**config.mk**
```make
export PLATFORM = sky130hd
export DESIGN_NAME = eth_frame_detector_log_arbiter
export DESIGN_NICKNAME = d
export VERILOG_FILES = /design/src/rtl/eth_frame_detector_pkg.sv /design/src/rtl/eth_frame_detector_log_arbiter_axis_reg_slice.sv /design/src/rtl/eth_frame_detector_log_arbiter.sv
export SDC_FILE = /design/constraint.sdc
export NUM_CORES = 1
export LEC_CHECK = 0
export BUFFER_PORTS_ARGS = -buffer_cell sky130_fd_sc_hd__buf_2
export CAP_MARGIN = 20
export CORE_ASPECT_RATIO = 1.2
export CORE_MARGIN = 4
export CORE_UTILIZATION = 55
export CTS_BUF_LIST = sky130_fd_sc_hd__clkbuf_16
export CTS_CLUSTER_SIZE = 8
export DETAILED_ROUTE_END_ITERATION = 8
export PLACE_DENSITY = 0.94
export SLEW_MARGIN = 5
export SYNTH_ARGS = -nofsm -noshare
export SYNTH_HDL_FRONTEND = slang
export SYNTH_HIERARCHICAL = 1
export SYNTH_SLANG_ARGS = --single-unit
```
**constraint.sdc**
```tcl
create_clock -name clk -period 4.8 [get_ports clk]
set_input_delay 0.72 -clock clk [delete_from_list [all_inputs] [get_ports clk]]
set_output_delay 0.72 -clock clk [all_outputs]
set_load 0.05 [all_outputs]
```
**src/rtl/eth_frame_detector_pkg.sv**
```systemverilog
// Shared types for the frame-detector log arbiter.
//   arb_state_e : arbiter FSM states (IDLE, FWD_A, FWD_B)
//   SRC_A/SRC_B : source ids as presented on m_axis_log_tdest
package eth_frame_detector_pkg;

  typedef enum logic [1:0] {
    IDLE  = 2'd0,
    FWD_A = 2'd1,
    FWD_B = 2'd2
  } arb_state_e;

  localparam logic SRC_A = 1'b0;
  localparam logic SRC_B = 1'b1;

endpackage

```
**src/rtl/eth_frame_detector_log_arbiter_axis_reg_slice.sv**
```systemverilog
// One-stage AXI4-Stream register slice carrying tdata/tdest/tlast.
// Ports:
//   clk, rst                         : clock, synchronous active-high reset
//   in_valid/in_ready/in_*           : upstream side (in_ready is combinational)
//   out_valid/out_ready/out_*        : registered downstream side
// in_ready = !out_valid || out_ready, so a beat can be loaded in the same
// cycle the held beat is consumed, giving one beat per cycle.
module axis_reg_slice #(
  parameter int DATA_W = 64
) (
  input  logic              clk,
  input  logic              rst,
  input  logic              in_valid,
  output logic              in_ready,
  input  logic [DATA_W-1:0] in_data,
  input  logic              in_dest,
  input  logic              in_last,
  output logic              out_valid,
  input  logic              out_ready,
  output logic [DATA_W-1:0] out_data,
  output logic              out_dest,
  output logic              out_last
);

  logic              valid_q, valid_d;
  logic [DATA_W-1:0] data_q, data_d;
  logic              dest_q, dest_d;
  logic              last_q, last_d;

  assign in_ready = !valid_q || out_ready;

  always_comb begin
    valid_d = valid_q;
    data_d  = data_q;
    dest_d  = dest_q;
    last_d  = last_q;
    if (in_valid && in_ready) begin
      valid_d = 1'b1;
      data_d  = in_data;
      dest_d  = in_dest;
      last_d  = in_last;
    end else if (out_ready) begin
      valid_d = 1'b0;
    end
  end

  always_ff @(posedge clk) begin
    if (rst) begin
      valid_q <= 1'b0;
      data_q  <= '0;
      dest_q  <= 1'b0;
      last_q  <= 1'b0;
    end else begin
      valid_q <= valid_d;
      data_q  <= data_d;
      dest_q  <= dest_d;
      last_q  <= last_d;
    end
  end

  assign out_valid = valid_q;
  assign out_data  = data_q;
  assign out_dest  = dest_q;
  assign out_last  = last_q;

endmodule

```
**src/rtl/eth_frame_detector_log_arbiter.sv**
```systemverilog
// Packet-aware round-robin merge of the two frame-detector log streams.
// Ports:
//   clk, rst            : clock, synchronous active-high reset
//   enable              : permits new grants; a packet in flight always completes
//   clear_counters      : pulse, zeroes count_a/count_b (wins over an increment)
//   s_axis_log_a_*      : log stream A (AXIS slave)
//   s_axis_log_b_*      : log stream B (AXIS slave)
//   m_axis_log_*        : merged stream, tdest = source id (0 = A, 1 = B)
//   count_a, count_b    : saturating per-source packet counters
//   busy                : FSM not idle or output beat pending
//
// state | meaning
// IDLE  | no grant; arbitrate between pending sources (one bubble per packet)
// FWD_A | forwarding a packet from A until its tlast is accepted
// FWD_B | forwarding a packet from B until its tlast is accepted
module eth_frame_detector_log_arbiter
  import eth_frame_detector_pkg::*;
#(
  parameter int C_AXIS_LOG_WIDTH = 64,
  parameter int C_CNT_WIDTH      = 32
) (
  input  logic                        clk,
  input  logic                        rst,
  input  logic                        enable,
  input  logic                        clear_counters,
  input  logic [C_AXIS_LOG_WIDTH-1:0] s_axis_log_a_tdata,
  input  logic                        s_axis_log_a_tlast,
  input  logic                        s_axis_log_a_tvalid,
  output logic                        s_axis_log_a_tready,
  input  logic [C_AXIS_LOG_WIDTH-1:0] s_axis_log_b_tdata,
  input  logic                        s_axis_log_b_tlast,
  input  logic                        s_axis_log_b_tvalid,
  output logic                        s_axis_log_b_tready,
  output logic [C_AXIS_LOG_WIDTH-1:0] m_axis_log_tdata,
  output logic                        m_axis_log_tdest,
  output logic                        m_axis_log_tlast,
  output logic                        m_axis_log_tvalid,
  input  logic                        m_axis_log_tready,
  output logic [C_CNT_WIDTH-1:0]      count_a,
  output logic [C_CNT_WIDTH-1:0]      count_b,
  output logic                        busy
);

  arb_state_e                  state_q, state_d;
  logic                        last_grant_q, last_grant_d;
  logic [C_CNT_WIDTH-1:0]      count_a_q, count_a_d;
  logic [C_CNT_WIDTH-1:0]      count_b_q, count_b_d;

  logic                        slc_in_valid;
  logic                        slc_in_ready;
  logic [C_AXIS_LOG_WIDTH-1:0] slc_in_data;
  logic                        slc_in_dest;
  logic                        slc_in_last;

  function automatic logic [C_CNT_WIDTH-1:0] sat_inc(input logic [C_CNT_WIDTH-1:0] v);
    return (&v) ? v : v + 1'b1;
  endfunction

  always_comb begin
    state_d             = state_q;
    last_grant_d        = last_grant_q;
    count_a_d           = count_a_q;
    count_b_d           = count_b_q;
    s_axis_log_a_tready = 1'b0;
    s_axis_log_b_tready = 1'b0;
    slc_in_valid        = 1'b0;
    slc_in_data         = s_axis_log_a_tdata;
    slc_in_dest         = SRC_A;
    slc_in_last         = s_axis_log_a_tlast;

    case (state_q)
      IDLE: begin
        if (enable) begin
          // On a tie, A wins only when B was granted last.
          if (s_axis_log_a_tvalid && (!s_axis_log_b_tvalid || last_grant_q == SRC_B)) begin
            state_d      = FWD_A;
            last_grant_d = SRC_A;
          end else if (s_axis_log_b_tvalid) begin
            state_d      = FWD_B;
            last_grant_d = SRC_B;
          end
        end
      end
      FWD_A: begin
        s_axis_log_a_tready = slc_in_ready;
        slc_in_valid        = s_axis_log_a_tvalid;
        if (s_axis_log_a_tvalid && slc_in_ready && s_axis_log_a_tlast) begin
          state_d   = IDLE;
          count_a_d = sat_inc(count_a_q);
        end
      end
      FWD_B: begin
        s_axis_log_b_tready = slc_in_ready;
        slc_in_valid        = s_axis_log_b_tvalid;
        slc_in_data         = s_axis_log_b_tdata;
        slc_in_dest         = SRC_B;
        slc_in_last         = s_axis_log_b_tlast;
        if (s_axis_log_b_tvalid && slc_in_ready && s_axis_log_b_tlast) begin
          state_d   = IDLE;
          count_b_d = sat_inc(count_b_q);
        end
      end
      default: state_d = IDLE;
    endcase

    if (clear_counters) begin
      count_a_d = '0;
      count_b_d = '0;
    end
  end

  always_ff @(posedge clk) begin
    if (rst) begin
      state_q      <= IDLE;
      last_grant_q <= SRC_B;
      count_a_q    <= '0;
      count_b_q    <= '0;
    end else begin
      state_q      <= state_d;
      last_grant_q <= last_grant_d;
      count_a_q    <= count_a_d;
      count_b_q    <= count_b_d;
    end
  end

  axis_reg_slice #(
    .DATA_W (C_AXIS_LOG_WIDTH)
  ) u_out_slice (
    .clk       (clk),
    .rst       (rst),
    .in_valid  (slc_in_valid),
    .in_ready  (slc_in_ready),
    .in_data   (slc_in_data),
    .in_dest   (slc_in_dest),
    .in_last   (slc_in_last),
    .out_valid (m_axis_log_tvalid),
    .out_ready (m_axis_log_tready),
    .out_data  (m_axis_log_tdata),
    .out_dest  (m_axis_log_tdest),
    .out_last  (m_axis_log_tlast)
  );

  assign count_a = count_a_q;
  assign count_b = count_b_q;
  assign busy    = (state_q != IDLE) || m_axis_log_tvalid;

endmodule

```
==> reports/metrics.csv <==
stage,metric,value,unit
die,die height,139.7,µm
worst_setup_path,worst path cell trace,"buf_2, nand2b_4, buf_4, and2_1, buf_2",
routing,drt total wl,22430,µm
sta,Slew HR,27.25,%
logic_synthesis,leading area contributor after synthesis,dfxtp_1,
grt,first-pass GRT wire length,36040,µm
clock_network,hold buffer count at CTS,0,
logic_synthesis,"FFs w/ async S/R, synth",0,%
worst_setup_path,stages on the worst setup path,5,
routing,Post-DRT Antenna Nets,0,
power,VDD IR max,0.1916,mV
clock_network,TritonCTS Sinks,134,
die,Die Span X,117.8,µm
cells_and_area,Layout area overhead,22.60,%
sta,worst slew pin tran,1.091,ns
clock_network,clk slew on worst S/H paths,0.06,ns
die,Starting Density,56.80,%
die,core area,14000,µm²
logic_synthesis,simple-gate share of the synthesized area,23.98,%
logic_synthesis,Yosys Warn Count,6,
cells_and_area,area of the multi-input gates,4777,µm²
cells_and_area,Final #Nets,1202,
grt,grt total ovfl,0,
worst_setup_path,"slowest stage delay, CP",0.70,ns
cells_and_area,number of fillers in the final layout,1047,
logic_synthesis,top-area cell type share of the netlist area,33.74,%
cells_and_area,Finished Cell Area,9747,µm²
grt,vias in the first global route,7473,
logic_synthesis,Netlist cell types,53,
sta,Tcrit/Tclk final,61.36,%
worst_setup_path,worst-case reg-to-reg path depth,7,
clock_network,TritonCTS clock tree,done,
routing,DRC Markers,0,
placement,"Cell Area, Placed",9110,µm²
worst_setup_path,most frequent CP cell,buf_2,
worst_setup_path,WP buf/inv,3,
power,Power Density,284.6,nW/µm²
status,status,"finished, final reports clean",
run,Maximum Capacitance Violations,0,
die,# IOs,271,
die,site row count,47,
logic_synthesis,most frequent cell after synthesis,dfxtp_1,
worst_setup_path,Startpoint Class,input pin,
logic_synthesis,synthesized net count,973,
clock_network,H-tree depth,4,
worst_setup_path,slowest stage cell on the critical path,buf_4,
logic_synthesis,compound-cell area share of the yosys netlist,24.74,%
power,LEAKAGE,3.743,nW
logic_synthesis,proportion of synthesized area in mux cells,9.585,%
sta,skew final,0.01529,ns
sta,final setup violation count,0,
sta,Fmax,0.3395,GHz
sta,setup tns final,0,ns
logic_synthesis,synthesized cell area,7950,µm²
clock_network,clk buf depth,2,
placement,Final HPWL DP,16020,µm
cells_and_area,FF+latch area,2683,µm²
worst_setup_path,CP arrival,2.23,ns
logic_synthesis,share of the yosys chip area belonging to registers,33.74,%
worst_setup_path,critical path required time,4.08,ns
cells_and_area,layout cells sized above 1,47.25,%
logic_synthesis,ranking of synthesized cells by area,"dfxtp_1 34%, mux2_2 9.2%, a21bo_1 8.3%",
min_path,HP Class,reg2reg,
sta,post-route minimum period,2.945,ns
die,die area,16450,µm²
logic_synthesis,"Top FF cell, synth",dfxtp_1,
clock_network,CTS resizes,0,
routing,WL per Instance,18.02,µm
sta,Final Hold Fails,0,
worst_setup_path,"delay-heaviest family, CP",buffers and inverters,
grt,Global Route Usage Sum,26.39,%
placement,Port Buffers,270,
sta,unrepaired setup endpoints after global routing,no,
logic_synthesis,Post-synth EDFFs,0,
sta,final hold slack,0.4814,ns
sta,max-slew violations,0,
cells_and_area,final core utilization,69.64,%
power,Power Total,2.774,mW
logic_synthesis,Post-Syn Instances,831,
clock_network,Clock Latency Late Sink,0.43,ns
routing,Vias per Instance,6.051,
worst_setup_path,critical path class,in2out,
routing,Initial DRT Pass Iterations,5,
routing,DRT iter0 DRCs,709,
logic_synthesis,adder-cell share of the synthesized area,0.7869,%
logic_synthesis,syn avg cell area,9.567,µm²
placement,routability cong.,0.8738,
logic_synthesis,#FFs+latches synth,134,
clock_network,root buf cell,clkbuf_16,
logic_synthesis,post-synthesis xor/xnor area fraction,0.6610,%
grt,largest net degree at the start of global routing,90,
worst_setup_path,Crit. End Element,output pin,
grt,initial antenna violation count,2,
logic_synthesis,largest family of logic cells by synthesized area,compound AO/OA/AOI/OAI gates,
clock_network,TritonCTS Buffers,17,
routing,via count,7533,
worst_setup_path,CP Max Fanout,77,
clock_network,postcts setup bufs,0,
logic_synthesis,"top cells by count, synth","134 x dfxtp_1, 66 x a21bo_1, 66 x a21oi_2",
min_path,Hold Crit Depth,2,
## power by group
part           internal, mW  switching (mW)  total (mW)  leakage [nW]
combinational         0.133           0.174       0.307          2.38
clock                 0.817           0.517        1.33         0.283
sequential             1.12         0.00738        1.13          1.08
total                  2.08           0.698        2.77          3.74
## placed cells by master (no fill, tap or decap), types with 5 or more instances in the layout
master / Yosys / layout
buf_2: 13 / 270
dfxtp_1: 134 / 134
a21bo_1: 66 / 66
a21oi_2: 66 / 66
mux2_2: 65 / 65
nand3_2: 58 / 58
a21oi_1: 51 / 51
nand2_1: 42 / 42
nand3_1: 35 / 35
or3_1: 34 / 34
o21ai_0: 31 / 31
nand4_1: 26 / 26
or4_1: 25 / 25
clkbuf_16: 0 / 17
o31ai_1: 16 / 16
nor2_1: 15 / 15
and3_1: 10 / 10
and4_1: 10 / 10
inv_1: 8 / 9
and2_1: 9 / 9
buf_4: 1 / 8
nor4_1: 6 / 5
clkinvlp_4: 0 / 5
## worst paths after layout
check	from	endpoint	slack [ns]
max	m_axis_log_tready	s_axis_log_b_tready	1.85
min	state_q[0]$_SDFFE_PP0P_	state_q[0]$_SDFFE_PP0P_	0.48
max reg2reg	u_out_slice/out_valid$_SDFFE_PP0P_	count_b[22]$_SDFFE_PP0P_	2.05
min reg2reg	state_q[0]$_SDFFE_PP0P_	state_q[0]$_SDFFE_PP0P_	0.48
## layout make-up
type / instances / share of cell area [%]
Tap cell: 171 / 2.195
Multi-Input combinational cell: 620 / 49.01
Clock buffer: 17 / 4.365
Sequential cell: 134 / 27.52
Inverter: 8 / 0.3081
Antenna cell: 1 / 0.02567
Clock inverter: 15 / 1.810
Timing Repair Buffer: 279 / 14.76
## worst min-delay path: cells and delay by family (launching register included)
kind,cells,cell delay [ns]
AOI/OAI and AO/OA,1,0.05
DFF,1,0.32
and+or+nand+nor,1,0.06
## kinds of logic after synthesis
kind of cell	after synthesis
simple gates	287
compound gates	254
flops	134
buf+inv	77
mux	68
xor+xnor	6
fa+ha+maj	5
## sequential cells by signal (all words and copies together) (netlist names)
register / cells
count_a: 32
state_q: 2
count_b: 32
last_grant_q: 1
u_out_slice/out_valid: 1
u_out_slice/out_dest: 1
u_out_slice/out_last: 1
u_out_slice/out_data: 64
## per-layer routing
layer	part of all wire [%]	wire length [µm]	track usage, %	vias to the layer above
met5	0	0	0	-
met4	2.6	573	10.06	0
met3	8.0	1801	7.914	51
met2	51	11440	47.09	354
li1	-	-	-	3576
met1	38	8619	29.54	3552
## per-stage QoR
stage	setup WS (ns)	std cells
2_1_floorplan	1.833	831
3_3_place_gp	1.590	1210
3_5_place_dp	1.534	1210
4_1_cts	1.856	1242
5_1_grt	1.746	1244
6_report	1.855	1245
(Power assumes the default switching activity.)
